===== config.mk =====
export PLATFORM = sky130hd
export DESIGN_NAME = ones_sum_sequencer_flat
export DESIGN_NICKNAME = d
export VERILOG_FILES = /design/src/rtl/ones_sum_if.sv /design/src/rtl/ones_sum_sequencer.sv /design/src/flat_wrapper.sv
export SDC_FILE = /design/constraint.sdc
export NUM_CORES = 1
export LEC_CHECK = 0
export ABC_CLOCK_PERIOD_IN_PS = 3900
export CAP_MARGIN = 20
export CORE_MARGIN = 10
export CORE_UTILIZATION = 50
export DETAILED_ROUTE_END_ITERATION = 12
export PLACE_DENSITY_LB_ADDON = 0.3
export SLEW_MARGIN = 0
export SYNTH_ARGS = -nofsm -noshare
export SYNTH_HDL_FRONTEND = slang
export SYNTH_SLANG_ARGS = --single-unit

===== constraint.sdc =====
create_clock -name clk -period 3.9 [get_ports clk]
set_clock_uncertainty 0.2 [all_clocks]
set_input_delay 0.78 -clock clk [delete_from_list [all_inputs] [get_ports clk]]
set_output_delay 0.78 -clock clk [all_outputs]
set_load 0.01 [all_outputs]

===== src/rtl/ones_sum_if.sv =====
// Valid/ready bundle for the ones' complement checksum engine.
// check_ok is present only when ONES_CHECK_EN is defined.
interface ones_sum_if #(
    parameter int CNT_W = 4
);
    logic             in_valid;
    logic             in_ready;
    logic [3:0]       in_data;
    logic             in_last;
    logic             out_valid;
    logic             out_ready;
    logic [3:0]       sum_out;
    logic [3:0]       checksum;
    logic [CNT_W-1:0] word_count;
    logic             trunc;
`ifdef ONES_CHECK_EN
    logic             check_ok;
`endif

    modport master (
        output in_valid, in_data, in_last, out_ready,
        input  in_ready, out_valid, sum_out, checksum, word_count, trunc
`ifdef ONES_CHECK_EN
        , input check_ok
`endif
    );

    modport slave (
        input  in_valid, in_data, in_last, out_ready,
        output in_ready, out_valid, sum_out, checksum, word_count, trunc
`ifdef ONES_CHECK_EN
        , output check_ok
`endif
    );
endinterface


===== src/rtl/ones_sum_sequencer.sv =====
// 4-bit ones' complement checksum engine: ADD then FOLD per word.
// Define ONES_CHECK_EN to add the check_ok receiver-side output.
module ones_sum_sequencer #(
    parameter int MAX_WORDS = 8,
    parameter int CNT_W     = 4
) (
    input  logic     clk,
    input  logic     reset,
    ones_sum_if.slave bus
);
    typedef enum logic [1:0] {
        IDLE,
        WAIT,
        FOLD,
        DONE
    } state_e;

    localparam logic [CNT_W-1:0] MAX_C = CNT_W'(MAX_WORDS);

    state_e           state_q, state_d;
    logic [3:0]       acc_q, acc_d;
    logic [4:0]       tmp_q, tmp_d;
    logic             last_q, last_d;
    logic [CNT_W-1:0] cnt_q, cnt_d;
    logic             trunc_q, trunc_d;
    logic             ready;
    logic             accept;

    assign ready  = (state_q == IDLE) || (state_q == WAIT);
    assign accept = bus.in_valid && ready;

    always_ff @(posedge clk) begin
        if (reset) begin
            state_q <= IDLE;
            acc_q   <= '0;
            tmp_q   <= '0;
            last_q  <= 1'b0;
            cnt_q   <= '0;
            trunc_q <= 1'b0;
        end else begin
            state_q <= state_d;
            acc_q   <= acc_d;
            tmp_q   <= tmp_d;
            last_q  <= last_d;
            cnt_q   <= cnt_d;
            trunc_q <= trunc_d;
        end
    end

    always_comb begin
        state_d = state_q;
        acc_d   = acc_q;
        tmp_d   = tmp_q;
        last_d  = last_q;
        cnt_d   = cnt_q;
        trunc_d = trunc_q;
        unique case (state_q)
            IDLE, WAIT: begin
                if (accept) begin
                    tmp_d   = {1'b0, acc_q} + {1'b0, bus.in_data};
                    last_d  = bus.in_last;
                    cnt_d   = cnt_q + 1'b1;
                    state_d = FOLD;
                end
            end
            FOLD: begin
                // tmp peaks at 0x1E, so a single end-around carry is enough
                acc_d = tmp_q[3:0] + {3'b000, tmp_q[4]};
                if (last_q || (cnt_q == MAX_C)) begin
                    trunc_d = !last_q;
                    state_d = DONE;
                end else begin
                    state_d = WAIT;
                end
            end
            DONE: begin
                if (bus.out_ready) begin
                    acc_d   = '0;
                    cnt_d   = '0;
                    trunc_d = 1'b0;
                    state_d = IDLE;
                end
            end
            default: state_d = IDLE;
        endcase
    end

    assign bus.in_ready   = ready;
    assign bus.out_valid  = (state_q == DONE);
    assign bus.sum_out    = acc_q;
    assign bus.checksum   = ~acc_q;
    assign bus.word_count = cnt_q;
    assign bus.trunc      = trunc_q;
`ifdef ONES_CHECK_EN
    assign bus.check_ok   = (state_q == DONE) && (acc_q == 4'hF);
`endif
endmodule

===== src/flat_wrapper.sv =====
// flat-port wrapper written by rule: the top's interface ports become plain ports
module ones_sum_sequencer_flat 
#(
    parameter int MAX_WORDS = 8,
    parameter int CNT_W     = 4
)
  (clk, reset, bus_in_valid, bus_in_data, bus_in_last, bus_out_ready, bus_in_ready, bus_out_valid, bus_sum_out, bus_checksum, bus_word_count, bus_trunc);
  ones_sum_if #(.CNT_W(CNT_W)) bus_i ();
  input  logic clk;
  input  logic reset;
  input wire logic [$bits(bus_i.in_valid)-1:0] bus_in_valid;
  input wire logic [$bits(bus_i.in_data)-1:0] bus_in_data;
  input wire logic [$bits(bus_i.in_last)-1:0] bus_in_last;
  input wire logic [$bits(bus_i.out_ready)-1:0] bus_out_ready;
  output wire logic [$bits(bus_i.in_ready)-1:0] bus_in_ready;
  output wire logic [$bits(bus_i.out_valid)-1:0] bus_out_valid;
  output wire logic [$bits(bus_i.sum_out)-1:0] bus_sum_out;
  output wire logic [$bits(bus_i.checksum)-1:0] bus_checksum;
  output wire logic [$bits(bus_i.word_count)-1:0] bus_word_count;
  output wire logic [$bits(bus_i.trunc)-1:0] bus_trunc;
  assign bus_i.in_valid = bus_in_valid;
  assign bus_i.in_data = bus_in_data;
  assign bus_i.in_last = bus_in_last;
  assign bus_i.out_ready = bus_out_ready;
  assign bus_in_ready = bus_i.in_ready;
  assign bus_out_valid = bus_i.out_valid;
  assign bus_sum_out = bus_i.sum_out;
  assign bus_checksum = bus_i.checksum;
  assign bus_word_count = bus_i.word_count;
  assign bus_trunc = bus_i.trunc;
  ones_sum_sequencer #(.MAX_WORDS(MAX_WORDS), .CNT_W(CNT_W)) u_core (.clk(clk), .reset(reset), .bus(bus_i));
endmodule

==> reports/metrics.csv, run 1 <==
metric,value,unit
final worst-path cycle share,62.4,%
Maximum Capacitance Violations,0,
routed len/inst,13.5,um
"slowest stage delay, CP",0.55,ns
Tot GR Track Use,10.9,%
Yosys cell types,32,
hold slack,0.278,ns
R2R Setup Slk,2.10,ns
DIE AREA,0.00394,mm2
initial antenna violation count,0,
DR DRC count,0,
Cell Pwr Density,298,mW/mm2
Synth Area per Inst,8.81,um2
setup TNS,0,ns
Clock Latency Late Sink,0.29,ns
share of cells above drive strength 1,4.72,%
worst path cell trace,"and2_1, clkdlybuf4s50_1",
multiplexer share of the synthesized area,1.09,%
Post-Syn Area,916,um2
"Hold Vio Cnt, Final",0,
Critical Path RT,2.92,ns
postcts setup bufs,0,
DRT antenna net count,0,
r2r endpoint,u_core.tmp_q[4]$_SDFFE_PP0P_,
post-CTS sizing,0,
crit path DAT,1.45,ns
Critical Path Sink Type,primary output,
DR vias/cell,5.37,
Slew HR,57.0,%
Longest Clk Path Bufs,2,
crit path launch,u_core.state_q[0]$_SDFFE_PP0P_,
WL final,2.05,mm
Setup CP Type,register to primary output,
Rows,15,
IO Pins,24,
Leak,0.000470,uW
IO Port Bufs,23,
startpoint types,register,
# hold bufs at CTS,0,
Peak Freq,0.411,GHz
Final min period,2.43,ns
fill cell count,158,
sequential area share after synthesis,37.2,%
xor and xnor area share after synthesis,3.83,%
Starting Density,53.0,%
grt ovf,0,
run status,"finished, final reports clean",
RSZ-0062 raised after global routing,false,
worst vdd rail ir drop,0.271,mV
Critical Path Stages,2,
gpl congestion,0.822,
setup violators final,0,
area of the core,0.00173,mm2
largest net degree at the start of global routing,20,
final core occ,68.0,%
Clock Sinks,17,
via count,816,
Post-Syn Instances,104,
Die Width,62.8,um
"commonest non-fill, non-tap cell in the layout",clkdlybuf4s50_1,
first-pass GRT wire length,3.61,mm
largest family of logic cells by synthesized area,simple AND/OR/NAND/NOR gates,
Die H,62.8,um
drt first-iter violations,14,
Layout area overhead,28.3,%
CTS tree,done,
Root Buffer,clkbuf_4,
First-pass DRT Iterations,4,
CTS buffer count,3,
clk slew on worst S/H paths,0.10,ns
Setup crit end,bus_out_valid,
most frequent cells in the layout,"clkdlybuf4s50_1, dfxtp_1, nand2_1, a21oi_1, ha_1",
H-Tree Depth,1,
syn_nets,122,
slowest CP cell,clkdlybuf4s50_1,
number of global-route vias before repair,820,
CP bufs+invs,1,
yosys warns,0,
Max Slew Vio Count,0,
Detailed Place HPWL,1.66,mm
worst r2r path cells,5,
Min-Delay Path Class,register to register,
fraction of the mapped netlist area in simple logic gates,23.5,%
area fraction in compound gates after synthesis,15.2,%
CP Max Fanout,6,
n_diodes,0,
Worst-Margin Slew,0.643,ns
Adder-Cell Fraction of Synth Area,13.1,%
Final Net Count,146,
worst reg2reg path startpoint,u_core.bus.sum_out[0]$_SDFFE_PP0P_,
"delay-heaviest family, CP",buffers and inverters,
"FF+latch count, synth",17,
-- registers in the layout, summed over array words and instances (netlist names) --
name,flops
u_core.bus.trunc,1
u_core.state_q,2
u_core.last_q,1
u_core.bus.word_count,4
u_core.bus.sum_out,4
u_core.tmp_q,5
-- worst min path at each step --
stage,startpoint,slack [ns],to,cells after the start
global route,u_core.tmp_q[0]$_SDFFE_PP0P_,0.31,u_core.tmp_q[0]$_SDFFE_PP0P_,2
finish,u_core.last_q$_SDFFE_PP0P_,0.28,u_core.last_q$_SDFFE_PP0P_,2
detailed placement,u_core.last_q$_SDFFE_PP0P_,0.27,u_core.last_q$_SDFFE_PP0P_,2
CTS,u_core.last_q$_SDFFE_PP0P_,0.28,u_core.last_q$_SDFFE_PP0P_,2
global placement,u_core.tmp_q[0]$_SDFFE_PP0P_,0.26,u_core.tmp_q[0]$_SDFFE_PP0P_,2
floorplan,u_core.tmp_q[0]$_SDFFE_PP0P_,0.24,u_core.tmp_q[0]$_SDFFE_PP0P_,2
-- cells by family (layout without fill, tap and decap cells) --
kind of cell | after synthesis | in the layout
xor+xnor | 4 | 4
flops | 17 | 17
mux | 1 | 1
simple gates | 39 | 39
buf+inv | 11 | 34
compound gates | 23 | 23
fa+ha+maj | 9 | 9
-- synth_stat cells --
library cell  instances  area share (%)
a211oi_2              1             1.4
dfxtp_1              17              37
nand3_1               7             3.8
and3b_1               1            0.96
and2b_1               2             1.6
nor3_1                1            0.55
nand2b_4              1             1.5
a31oi_1               1            0.68
fa_1                  1             2.2
and2_1                1            0.68
a211oi_1              1            0.82
nand3b_1              3             2.5
clkbuf_1              1            0.41
or3_1                 2             1.4
nand2b_1              3             2.0
o21ai_0               6             3.3
ha_1                  8              11
buf_4                 1            0.82
nor2b_1               3             2.0
a21o_1                1            0.82
a2111o_1              1             1.2
nand2_1              11             4.5
o41ai_1               1            0.96
nand4_1               1            0.68
clkbuf_8              1             1.5
a21oi_1              11             6.0
nor2_1                3             1.2
inv_1                 7             2.9
xnor2_1               1            0.96
buf_2                 1            0.55
mux2i_1               1             1.1
xor2_1                3             2.9
-- power breakdown --
part	internal, uW	leakage (uW)	switching, uW
Combinational	33.0	0.000314	30.1
Sequential	183	0.000139	8.96
Clock	38.2	0.0000177	56.6
Total	254	0.000470	95.6
-- cell type report --
cell class	count	area, um2	area share [%]
clock buffers	3	22.5	1.92
clock inverters	1	5.00	0.426
inverters	7	26.3	2.24
multi-input cells	76	519	44.2
flip-flops and latches	17	340	29.0
well taps	25	31.3	2.66
repair buffers	23	230	19.6
-- worst register-to-register path, delay by kind of cell, from the launching register on --
| kind | cells | cell delay, ns |
|---|---|---|
| fa+ha+maj | 2 | 0.64 |
| compound gates | 2 | 0.41 |
| flops | 1 | 0.36 |
| simple gates | 1 | 0.07 |
-- per-layer routing --
metal,GRT usage [%],routed length [um]
met5,0,0
met4,1.12,0
met3,5.20,134
met2,17.8,993
met1,12.9,922
-- through the flow --
| stage | cells | total power (uW) | setup slack, ns | cell area [um2] |
|---|---|---|---|---|
| floorplan | 104 | 233 | 1.77 | 916 |
| global placement | 148 | 258 | 1.27 | 1150 |
| detailed placement | 148 | 260 | 1.26 | 1150 |
| CTS | 152 | 356 | 1.44 | 1170 |
| global route | 152 | 375 | 1.38 | 1170 |
| finish | 152 | 350 | 1.47 | 1170 |
Note: power is estimated with default switching activity, not from simulation.
==> inputs of run 2 (changes only) <==
--- a/config.mk
+++ b/config.mk
@@ -5,10 +5,10 @@
 export SDC_FILE = /design/constraint.sdc
 export NUM_CORES = 1
 export LEC_CHECK = 0
-export ABC_CLOCK_PERIOD_IN_PS = 3900
+export ABC_CLOCK_PERIOD_IN_PS = 2200
 export CAP_MARGIN = 20
 export CORE_MARGIN = 10
-export CORE_UTILIZATION = 50
+export CORE_UTILIZATION = 42
 export DETAILED_ROUTE_END_ITERATION = 12
 export PLACE_DENSITY_LB_ADDON = 0.3
 export SLEW_MARGIN = 0
==> constraint.sdc (replaced) <==
create_clock -name clk -period 2.2 [get_ports clk]
set_clock_uncertainty 0.2 [all_clocks]
set_input_delay 0.44 -clock clk [delete_from_list [all_inputs] [get_ports clk]]
set_output_delay 0.44 -clock clk [all_outputs]
set_load 0.01 [all_outputs]
==> run 2 against run 1 <==
  * Cell count is 3.3% higher
  * First-iteration DRC count is 93% higher
  * Register-to-register slack worse by 1.7 ns
  * Via count is 0.61% higher
  * Power is 78% higher
  * Sequential cell count stayed put
  * Wire length is 7.2% higher
  * Count of clock-buffer cells in the layout is 1 higher
  * Die area is 13% higher
  * Critical path type unchanged
  * Critical endpoint unchanged
  * Largest cell class unchanged
  * Largest power group unchanged
  * Highest routed layer is now met4
==> reports/metrics.csv, run 2 (same netlist as run 1, synthesis figures left out) <==
metric,value,unit,change
final core occ,59.4,%,-8.6 points
# hold bufs at CTS,0,,unchanged
Slew HR,76.6,%,+20 points
number of global-route vias before repair,783,,-4.5%
Final Net Count,149,,+2.1%
Cell Pwr Density,519,mW/mm2,+74%
Starting Density,45.3,%,-7.7 points
initial antenna violation count,0,,unchanged
first-pass GRT wire length,3.69,mm,+2.3%
Largest Register,u_core.tmp_q,,
DR DRC count,0,,unchanged
RSZ-0062 raised after global routing,false,,
Leak,0.000483,uW,+2.8%
H-Tree Depth,1,,unchanged
drt first-iter violations,27,,+13
"slowest stage delay, CP",0.56,ns,about the same
Critical Path RT,1.56,ns,-1.36 ns
setup violators final,0,,unchanged
number of flip-flops in the largest register,5,,unchanged
Layout Cells excl Fill,157,,+3.3%
Detailed Place HPWL,1.77,mm,+6.9%
postcts setup bufs,0,,unchanged
DP Area,0.00117,mm2,+2.2%
Final min period,2.10,ns,
CTS buffer count,3,,unchanged
CP bufs+invs,1,,unchanged
"commonest non-fill, non-tap cell in the layout",clkdlybuf4s50_1,,
DR vias/cell,5.23,,-2.6%
DIE AREA,0.00445,mm2,+13%
IO Port Bufs,23,,unchanged
DRT antenna net count,0,,unchanged
pre-CTS setup slack,-0.0814,ns,-1.35 ns
area of the core,0.00202,mm2,+17%
grt ovf,0,,unchanged
Min-Delay Path Class,register to register,,
Tot GR Track Use,10.3,%,-0.58 points
worst vdd rail ir drop,0.352,mV,+30%
Max Slew Vio Count,0,,unchanged
worst path cell trace,"and2_1, clkdlybuf4s50_1",,
Layout area overhead,31.1,%,
n_diodes,0,,unchanged
Die Width,66.7,um,+6.2%
final worst-path cycle share,95.3,%,
CTS tree,done,,
Critical Path Sink Type,primary output,,
routed len/inst,14.0,um,+3.8%
crit path DAT,1.46,ns,about the same
share of cells above drive strength 1,7.69,%,+3.0 points
Die H,66.7,um,+6.2%
most frequent cells in the layout,"clkdlybuf4s50_1, dfxtp_1, nand2_1, a21oi_1, ha_1",,
"delay-heaviest family, CP",buffers and inverters,,
Clock Latency Late Sink,0.29,ns,about the same
design area,0.00120,mm2,+2.2%
gpl congestion,0.738,,-10%
clk slew on worst S/H paths,0.10,ns,about the same
Clock Sinks,17,,unchanged
Peak Freq,0.477,GHz,
CP Max Fanout,6,,unchanged
WL final,2.20,mm,+7.2%
"Hold Vio Cnt, Final",0,,unchanged
Setup CP Type,register to primary output,,
largest net degree at the start of global routing,12,,-40%
Maximum Capacitance Violations,0,,unchanged
run status,"finished, final reports clean",,
Longest Clk Path Bufs,2,,unchanged
Root Buffer,clkbuf_4,,
Final WS setup,0.103,ns,-1.36 ns
First-pass DRT Iterations,4,,unchanged
Placed Cells,153,,+3.4%
Rows,16,,+1
slowest CP cell,clkdlybuf4s50_1,,
startpoint types,register,,
via count,821,,+0.61%
Worst-Margin Slew,0.351,ns,-0.292 ns
hold slack,0.285,ns,+0.00691 ns
IO Pins,24,,unchanged
-- run 2: routing by layer --
| layer | routed length (um) | track usage [%] |
|---|---|---|
| met2 | 1070 | 16.1 |
| met4 | 8 | 1.57 |
| met5 | 0 | 0 |
| met3 | 179 | 4.52 |
| met1 | 944 | 12.8 |
-- run 2: final timing paths --
kind                                 startpoint                            to  slack [ns]  depth (start not counted)
max reg2reg  u_core.bus.sum_out[0]$_SDFFE_PP0P_  u_core.tmp_q[4]$_SDFFE_PP0P_        0.40                          5
min reg2reg          u_core.last_q$_SDFFE_PP0P_    u_core.last_q$_SDFFE_PP0P_        0.28                          2
max              u_core.state_q[0]$_SDFFE_PP0P_                 bus_out_valid        0.10                          2
min                  u_core.last_q$_SDFFE_PP0P_    u_core.last_q$_SDFFE_PP0P_        0.28                          2
-- run 2: power by group --
part           total [uW]  leakage (uW)  internal [uW]  switching [uW]
sequential            342      0.000140            325            16.9
combinational         116      0.000329           60.9            55.2
clock                 165     0.0000150           70.5            94.6
total                 623      0.000483            456             167
-- run 2: stage by stage --
step | setup TNS (ns) | power [uW]
2_1_floorplan | 0 | 413
4_1_cts | 0 | 630
6_report | 0 | 623
3_3_place_gp | -0.0233 | 461
3_5_place_dp | -0.0871 | 465
5_1_grt | 0 | 655
-- run 2: worst register-to-register path, delay by kind of cell, from the launching register on --
family	cells	cell delay, ns
adders and majority gates	2	0.62
AOI/OAI and AO/OA	2	0.45
DFF	1	0.36
and+or+nand+nor	1	0.08
-- run 2: layout make-up --
class	count	area (um2)
Clock buffer	4	26.3
Fill cell	181	821
Inverter	7	26.3
Multi-Input combinational cell	76	519
Sequential cell	17	343
Tap cell	27	33.8
Timing Repair Buffer	26	253
-- run 2: what timing repair did --
item / CTS / global route
gates resized for setup: 0 / 2
endpoints found under the hold margin: 0 / 0
setup endpoints to repair: 0 / 1
